===== config.mk =====
export PLATFORM = sky130hd
export DESIGN_NAME = log_fetch_engine
export DESIGN_NICKNAME = d
export VERILOG_FILES = /design/src/rtl/log_fetch_engine.sv
export SDC_FILE = /design/constraint.sdc
export NUM_CORES = 1
export LEC_CHECK = 0
export BUFFER_PORTS_ARGS = -buffer_cell sky130_fd_sc_hd__clkbuf_2
export CAP_MARGIN = 20
export CORE_ASPECT_RATIO = 1.5
export CORE_MARGIN = 10
export CORE_UTILIZATION = 25
export DETAILED_ROUTE_END_ITERATION = 8
export SETUP_SLACK_MARGIN = 0.05
export SYNTH_ARGS = -nofsm -noshare
export SYNTH_HDL_FRONTEND = slang
export SYNTH_SLANG_ARGS = --single-unit

===== constraint.sdc =====
create_clock -name clk -period 2.4 [get_ports clk]
set_clock_uncertainty 0.15 [all_clocks]
set_input_delay 0.24 -clock clk [delete_from_list [all_inputs] [get_ports clk]]
set_output_delay 0.24 -clock clk [all_outputs]
set_load 0.01 [all_outputs]

===== src/rtl/log_fetch_engine.sv =====
// Log-entry read engine: fetches a 12-byte log entry as three 32-bit AXI4-Lite reads
// and hands the assembled 96-bit entry back to the checker with a one-cycle done pulse.
module log_fetch_engine #(
   parameter int N_ADDR_WIDTH   = 32,
   parameter int N_DATA_WIDTH   = 32,
   parameter int TIMEOUT_CYCLES = 256
) (
   input  logic                      clk,
   input  logic                      rst,
   input  logic                      i_rqAccess,
   input  logic [N_ADDR_WIDTH-1:0]   i_logAddr,
   output logic                      o_logDone,
   output logic [3*N_DATA_WIDTH-1:0] o_logData,
   output logic                      o_fetchErr,
   output logic                      o_busy,
   output logic [15:0]               o_fetchCount,
   output logic [N_ADDR_WIDTH-1:0]   o_araddr,
   output logic                      o_arvalid,
   input  logic                      i_arready,
   input  logic [N_DATA_WIDTH-1:0]   i_rdata,
   input  logic [1:0]                i_rresp,
   input  logic                      i_rvalid,
   output logic                      o_rready
);

   localparam int          EW       = 3 * N_DATA_WIDTH;
   localparam int          DW       = N_DATA_WIDTH;
   localparam logic [15:0] TMO_LAST = 16'(TIMEOUT_CYCLES - 1);

   typedef enum logic [1:0] {S_IDLE, S_ADDR, S_DATA, S_DONE} state_t;

   state_t                  state_q, state_d;
   logic [N_ADDR_WIDTH-1:0] base_q, base_d;
   logic [1:0]              word_idx_q, word_idx_d;
   logic                    err_q, err_d;
   logic [EW-1:0]           entry_q, entry_d;
   logic [15:0]             tmo_q, tmo_d;
   logic [15:0]             fetch_count_q, fetch_count_d;
   logic [N_ADDR_WIDTH-1:0] araddr_q, araddr_d;
   logic                    arvalid_q, arvalid_d;
   logic                    rready_q, rready_d;
   logic                    done_q, done_d;
   logic                    busy_q, busy_d;
   logic                    tmo_expired;
   logic                    resp_err;
   logic [1:0]              next_idx;

   always_comb begin
      state_d       = state_q;
      base_d        = base_q;
      word_idx_d    = word_idx_q;
      err_d         = err_q;
      entry_d       = entry_q;
      tmo_d         = tmo_q;
      fetch_count_d = fetch_count_q;
      araddr_d      = araddr_q;
      arvalid_d     = 1'b0;
      rready_d      = 1'b0;
      done_d        = 1'b0;
      tmo_expired   = (tmo_q == TMO_LAST);
      resp_err      = (i_rresp inside {2'b10, 2'b11});
      next_idx      = word_idx_q + 2'd1;

      case (state_q)
         S_IDLE: begin
            if (i_rqAccess) begin
               if (i_logAddr[1:0] == 2'b00) begin
                  state_d    = S_ADDR;
                  base_d     = i_logAddr;
                  word_idx_d = 2'd0;
                  err_d      = 1'b0;
                  entry_d    = '0;
                  tmo_d      = '0;
                  araddr_d   = i_logAddr;
                  arvalid_d  = 1'b1;
               end else begin
                  // Misaligned entry: report the error without touching the bus.
                  state_d = S_DONE;
                  err_d   = 1'b1;
                  done_d  = 1'b1;
               end
            end
         end
         S_ADDR: begin
            if (i_arready) begin
               state_d  = S_DATA;
               tmo_d    = '0;
               rready_d = 1'b1;
            end else if (tmo_expired) begin
               state_d = S_DONE;
               err_d   = 1'b1;
               done_d  = 1'b1;
            end else begin
               tmo_d     = tmo_q + 16'd1;
               arvalid_d = 1'b1;
            end
         end
         S_DATA: begin
            if (i_rvalid) begin
               case (word_idx_q)
                  2'd0:    entry_d[EW-1 -: DW]   = i_rdata;
                  2'd1:    entry_d[2*DW-1 -: DW] = i_rdata;
                  default: entry_d[DW-1:0]       = i_rdata;
               endcase
               err_d = err_q | resp_err;
               if (word_idx_q == 2'd2) begin
                  state_d = S_DONE;
                  done_d  = 1'b1;
               end else begin
                  state_d    = S_ADDR;
                  word_idx_d = next_idx;
                  tmo_d      = '0;
                  araddr_d   = base_q + {{(N_ADDR_WIDTH-4){1'b0}}, next_idx, 2'b00};
                  arvalid_d  = 1'b1;
               end
            end else if (tmo_expired) begin
               state_d = S_DONE;
               err_d   = 1'b1;
               done_d  = 1'b1;
            end else begin
               tmo_d    = tmo_q + 16'd1;
               rready_d = 1'b1;
            end
         end
         default: begin
            // Turnaround cycle: any request still held high is ignored here.
            state_d = S_IDLE;
            if (fetch_count_q != 16'hFFFF) fetch_count_d = fetch_count_q + 16'd1;
         end
      endcase

      busy_d = (state_d != S_IDLE);
   end

   always_ff @(posedge clk or negedge rst) begin
      if (!rst) begin
         state_q       <= S_IDLE;
         base_q        <= '0;
         word_idx_q    <= '0;
         err_q         <= 1'b0;
         entry_q       <= '0;
         tmo_q         <= '0;
         fetch_count_q <= '0;
         araddr_q      <= '0;
         arvalid_q     <= 1'b0;
         rready_q      <= 1'b0;
         done_q        <= 1'b0;
         busy_q        <= 1'b0;
      end else begin
         state_q       <= state_d;
         base_q        <= base_d;
         word_idx_q    <= word_idx_d;
         err_q         <= err_d;
         entry_q       <= entry_d;
         tmo_q         <= tmo_d;
         fetch_count_q <= fetch_count_d;
         araddr_q      <= araddr_d;
         arvalid_q     <= arvalid_d;
         rready_q      <= rready_d;
         done_q        <= done_d;
         busy_q        <= busy_d;
      end
   end

   assign o_logDone    = done_q;
   assign o_logData    = entry_q;
   assign o_fetchErr   = err_q;
   assign o_busy       = busy_q;
   assign o_fetchCount = fetch_count_q;
   assign o_araddr     = araddr_q;
   assign o_arvalid    = arvalid_q;
   assign o_rready     = rready_q;

endmodule


==> flow_summary.yaml, run 1 <==
outcome:
  status: "finished clean"
timing:
  post-route-period-util_pct: 93.3
  setup_violations: 0
  period_minus_slack_ns: 2.24
  rsz0062_at_grt: "true"
  finalHoldViolCount: 0
  max_slew_margin_pct: 69.1
  worstMarginPinSlew_ns: 0.463
  timing.fmax_mhz: 447
  finalSetupTns_ns: 0
  slew_violations: 0
yosys:
  synth-seq-cells: 201
  synth_top_area_cell: "dfrtp_1"
  syn_area_per_cell_sq_um: 10.1
  yosys_warnings: 0
  async_flop_share_pct: 100
  synth_top_area_share_pct: 55.3
  synth.area.top_cells: "dfrtp_1, nand2_1, o21ai_0"
  synth_edf_count: 0
  yosysMostFrequentCell: "dfrtp_1"
  syn_area_sq_um: 9100
  ys_seq_area_share_pct: 55.3
  synthCells: 897
  synth_flop_cell: "dfrtp_1"
  syn_nets: 980
  synthTopCellsByCount: "dfrtp_1, nand2_1, o21ai_0"
  ys_types: 61
placed_design:
  gp_congestion: 0.836
  dp_hpwl_um: 21200
  placedCellCount: 1597
  portBuffers: 218
setup_path:
  slowest_stage: "dfrtp_1"
  cp_common_cell: "buf_4"
  worst_ep_required_time_ns: 2.66
  worst_setup_path_start_kind: "flop"
  critPathArrivalTime_ns: 2.50
  worst-path-max-fanout: 4
  crit_type: "flop to flop"
  endpoint_kind: "flop"
  worstPathCellList: "ha_1 > and3_1 > and4_1 > a2111oi_0 > buf_4 > a21o_1 > a21oi_1 > buf_4"
  cpPeakStageDelay_ns: 0.41
drt:
  drcViolationCount: 0
  drt-total-wl_um: 28700
  vias: 7816
  postRouteAntennaNets: 0
  first_pass_iters: 5
  via_per_inst: 4.59
  post_drt_wl_per_cell_um: 16.8
  first_iter_violations: 467
die:
  initial_utilization_pct: 25.3
  pin_count: 220
  core_area_sq_um: 35900
  die_h_um: 254
  rows: 85
  die_width_um: 176
  die_area_sq_um: 44600
clock_network:
  clockBufferDepth: 3
  insertion_delay_ns: 0.53
  cts_buffers: 21
  cts.root.buffer_cell: "clkbuf_16"
  clock-sinks: 201
  clkTransAtPathRegs_ns: 0.07
  cts_tree: "done"
  h-tree-depth: 1
global_route:
  grt_pass1_vias: 7902
  antenna_found_initial: 0
  grt_start_max_net_pins: 71
  track_usage_pct: 12.5
  grt.overflow.total: 0
  grt_pass1_wl_um: 45400
power:
  p_per_area_nw_per_um2: 1300
  vdd_drop_max_mv: 0.745
  leakagePower_nw: 5.83
min_path:
  hold_path_class: "primary input to flop"
layout:
  areaGrowthSynthToFinish_pct: 37.9
  finalNetCount: 1295
  antennaDiodeCount: 0
  drive_above_1_share_pct: 30.9
  fin_cells: 1703
flow_run:
  maxCapViolCount: 0
[where the power goes]
part | switching [mW] | leakage (nW) | internal, mW
logic | 4.29 | 2.87 | 2.93
clock network | 1.40 | 0.329 | 1.92
registers | 1.02 | 2.63 | 4.80
total | 6.71 | 5.83 | 9.65
[cell usage in the layout (no fill, tap or decap), types with 26 or more instances in the layout]
master / instances
dlygate4sd3_1: 66
nor2_1: 26
clkbuf_2: 217
buf_4: 45
mux2_2: 30
dfrtp_1: 201
nand2_1: 182
o21ai_0: 125
xor2_1: 30
nand3_1: 30
[logic make-up after synthesis]
group           share of synthesized area (%)
buf+inv                                  2.89
flops                                    55.3
fa+ha+maj                                1.73
xor+xnor                                 4.43
mux                                      5.03
compound gates                           14.2
simple gates                             16.4
[registers in the layout, summed over array words and instances, names as in the netlist]
signal	count
state_q	2
o_fetchErr	1
o_araddr	32
word_idx_q	2
tmo_q	16
o_logData	96
base_q	32
o_fetchCount	16
o_busy	1
o_logDone	1
o_arvalid	1
o_rready	1
[layer usage]
layer / vias to the layer above / GRT usage [%] / routed length (um)
li1: 3756 / - / -
met1: 3820 / 14.2 / 11500
met2: 207 / 22.5 / 14700
met3: 33 / 2.91 / 1790
met4: 0 / 4.08 / 652
met5: - / 0 / 0
[worst paths after layout]
path,from,endpoint,slack (ns),cells after the start
worst min register to register,o_logData[16]$_DFFE_PN0P_,o_logData[16]$_DFFE_PN0P_,0.33,2
max in group asynchronous,rst,o_logData[23]$_DFFE_PN0P_,1.26,3
min in group asynchronous,rst,o_fetchCount[4]$_DFFE_PN0P_,0.11,2
worst max-delay path,tmo_q[0]$_DFFE_PN0P_,o_busy$_DFF_PN0_,0.16,8
worst min-delay path,i_rresp[1],o_fetchErr$_DFFE_PN0P_,0.05,4
worst max register to register,tmo_q[0]$_DFFE_PN0P_,o_busy$_DFF_PN0_,0.16,8
[worst max-delay path: cells and delay by family (launching register included)]
kind,cells,cell delay (ns)
buffers and inverters,2,0.35
DFF,1,0.41
AOI/OAI and AO/OA,3,0.54
adders and majority gates,1,0.24
and+or+nand+nor,2,0.43
[metrics by stage]
step / area (sq um) / worst slack (ns) / utilization, % / total power [mW] / hold slack [ns]
6_report: 12500 / 0.161 / 34.9 / 16.4 / 0.0490
5_1_grt: 12500 / 0.0297 / 34.9 / 17.7 / 0.0641
4_1_cts: 12400 / 0.0509 / 34.6 / 16.5 / 0.0118
3_5_place_dp: 11100 / 0.0468 / 30.8 / 13.0 / 0.101
3_3_place_gp: 11100 / 0.0792 / 30.8 / 12.8 / 0.0970
2_1_floorplan: 9100 / 0.0828 / - / 9.76 / -0.206
[layout make-up]
class	count	area, sq um
sequential	201	5030
clock buffer	27	578
timing repair buffer	339	2270
clock inverter	9	106
inverter	10	37.5
fill	3696	23400
tap	478	598
multi-input combinational	639	3930
[repair_timing]
item,CTS,global route
cloned,0,1
gates resized for setup,3,23
setup buffers,0,3
hold buffers,66,0
pin swaps,0,7
setup endpoints to repair,3,48
hold endpoints to repair,289,0
Power figures use the tool's default switching activity.
==> inputs of run 2 (changes only) <==
CORE_MARGIN = 2   (was 10)
CORE_UTILIZATION = 49   (was 25)
PLACE_DENSITY = 0.77   (was unset)
==> run 2 against run 1 <==
  * Final area decreased by 3.5%
  * Highest routed layer unchanged
  * Via count grew 0.79%
  * Largest cell class unchanged
  * Die area decreased by 56%
  * Critical path depth stayed put
==> flow_summary.yaml, run 2 (synthesis gave the netlist of run 1 again) <==
drt:
  drt-total-wl_um: 24500
  via_per_inst: 5.40
  first_pass_iters: 4
  vias: 7878
  drcViolationCount: 0
  postRouteAntennaNets: 0
  first_iter_violations: 496
  post_drt_wl_per_cell_um: 16.8
global_route:
  antenna_found_initial: 1
  grt_start_max_net_pins: 69
  track_usage_pct: 24.6
  grt.overflow.total: 0
  grt_pass1_wl_um: 39400
  grt_pass1_vias: 7905
setup_path:
  ff2ff_path_depth: 8
  endpoint_kind: "flop"
  cpPeakStageDelay_ns: 0.40
  r2r_start: "state_q[0]$_DFF_PN0_"
  slowest_stage: "dfrtp_1"
  worst-path-max-fanout: 12
  critPathArrivalTime_ns: 2.54
  worst_setup_path_start_kind: "flop"
  crit_type: "flop to flop"
  crit_path_start: "state_q[0]$_DFF_PN0_"
  worstPathCellList: "inv_1 > ha_2 > nor2b_2 > a221o_1 > or2_1 > buf_4 > a32oi_1 > o21ai_0"
  worst_ep_required_time_ns: 2.60
placed_design:
  placedCellCount: 1357
  portBuffers: 218
  dp_hpwl_um: 16100
  gp_congestion: 0.824
layout:
  areaGrowthSynthToFinish_pct: 33.0
  most-common-layout-cells: "clkbuf_2, dfrtp_1, nand2_1"
  fin_cells: 1459
  finalNetCount: 1277
  largest_register_ffs: 96
  drive_above_1_share_pct: 29.9
  mostFrequentLayoutCell: "clkbuf_2"
  nFillCells: 1398
die:
  core_area_sq_um: 18400
  rows: 61
  die_area_sq_um: 19700
  die_width_um: 115
  die_h_um: 171
  pin_count: 220
  initial_utilization_pct: 49.5
timing:
  slew_violations: 0
  max_slew_margin_pct: 57.9
  finalHoldViolCount: 0
  post-route-period-util_pct: 97.7
  timing.fmax_mhz: 426
  rsz0062_at_grt: "true"
  worstMarginPinSlew_ns: 0.616
  period_minus_slack_ns: 2.34
  setup_violations: 0
power:
  vdd_drop_max_mv: 0.804
  leakagePower_nw: 5.73
  fin_total_pwr_mw: 15.9
  p_per_area_nw_per_um2: 1320
clock_network:
  h-tree-depth: 1
  cts_buffers: 19
  insertion_delay_ns: 0.48
  clock-sinks: 201
  clkTransAtPathRegs_ns: 0.07
  clockBufferDepth: 3
  cts_tree: "done"
  cts.root.buffer_cell: "clkbuf_16"
outcome:
  status: "finished clean"
min_path:
  hold_path_startpoint: "i_arready"
  min_path_cells: 3
  hold_path_class: "primary input to flop"
flow_run:
  maxCapViolCount: 0
## run 2: changes by cell type in the layout (fill, tap and decap cells not counted), moves of 2 or more
cell and change:
o21ai_1 -2, clkinv_2 +2, buf_6 -2, clkinvlp_4 -2, nor4_2 +3, nor4_1 -2
buf_4 -14, nor3_2 +2, nand3_2 -2, nor3_1 -2, o21ai_0 +2, clkbuf_16 -2
## run 2: per-layer routing
layer | up-vias | share of wire, % | global-route usage (%)
met1 | 3811 | 39 | 28.8
met3 | 62 | 5.5 | 4.11
met4 | 0 | 3.0 | 8.64
li1 | 3723 | - | -
met5 | - | 0 | 0
met2 | 282 | 53 | 45.0
## run 2: final cells by class
cell class / count / area (sq um) / area share, %
flip-flops and latches: 201 / 5030 / 41.6
multi-input cells: 639 / 3920 / 32.4
repair buffers: 323 / 2160 / 17.8
clock buffers: 24 / 514 / 4.25
well taps: 252 / 315 / 2.60
clock inverters: 9 / 123 / 1.01
inverters: 10 / 37.5 / 0.310
diodes: 1 / 2.50 / 0.0207
## run 2: report_power, final
part	total [mW]	switching (mW)	internal [mW]
Combinational	6.97	4.15	2.82
Clock	3.13	1.29	1.84
Sequential	5.82	1.02	4.80
Total	15.9	6.45	9.47
## run 2: worst max-delay path: cells and delay by family, from the launching register on
family / cells / cell delay [ns]
buf+inv: 2 / 0.28
simple gates: 2 / 0.46
compound gates: 3 / 0.65
fa+ha+maj: 1 / 0.27
flops: 1 / 0.40
## run 2: path summary, 6_finish.rpt
check	end	slack, ns
max	o_araddr[27]$_DFFE_PN0P_	0.06
min	o_rready$_DFF_PN0_	0.05
max reg2reg	o_araddr[27]$_DFFE_PN0P_	0.06
min reg2reg	o_logData[74]$_DFFE_PN0P_	0.33
max in group asynchronous	base_q[23]$_DFFE_PN0P_	1.18
min in group asynchronous	tmo_q[8]$_DFFE_PN0P_	0.16
## run 2: what timing repair did
item                                   4_1_cts  5_1_grt
endpoints found under the hold margin      219        0
buffers inserted                             0        3
hold buffers                                65        0
gates resized for setup                      1       20
setup endpoints to repair                    2      172
pin swaps                                    0        3
## run 2: per-stage QoR
step                      util, %  TNS (ns)  hold WS, ns  setup WS (ns)  area (sq um)
final                        65.8         0       0.0460         0.0551         12100
after global routing         65.8     -1.06       0.0772        -0.0588         12100
after CTS                    65.2         0       0.0146         0.0605         12000
after detailed placement     58.2         0        0.140         0.0597         10700
after global placement       58.2         0        0.139         0.0988         10700
after floorplan                 -         0       -0.206         0.0828          9100
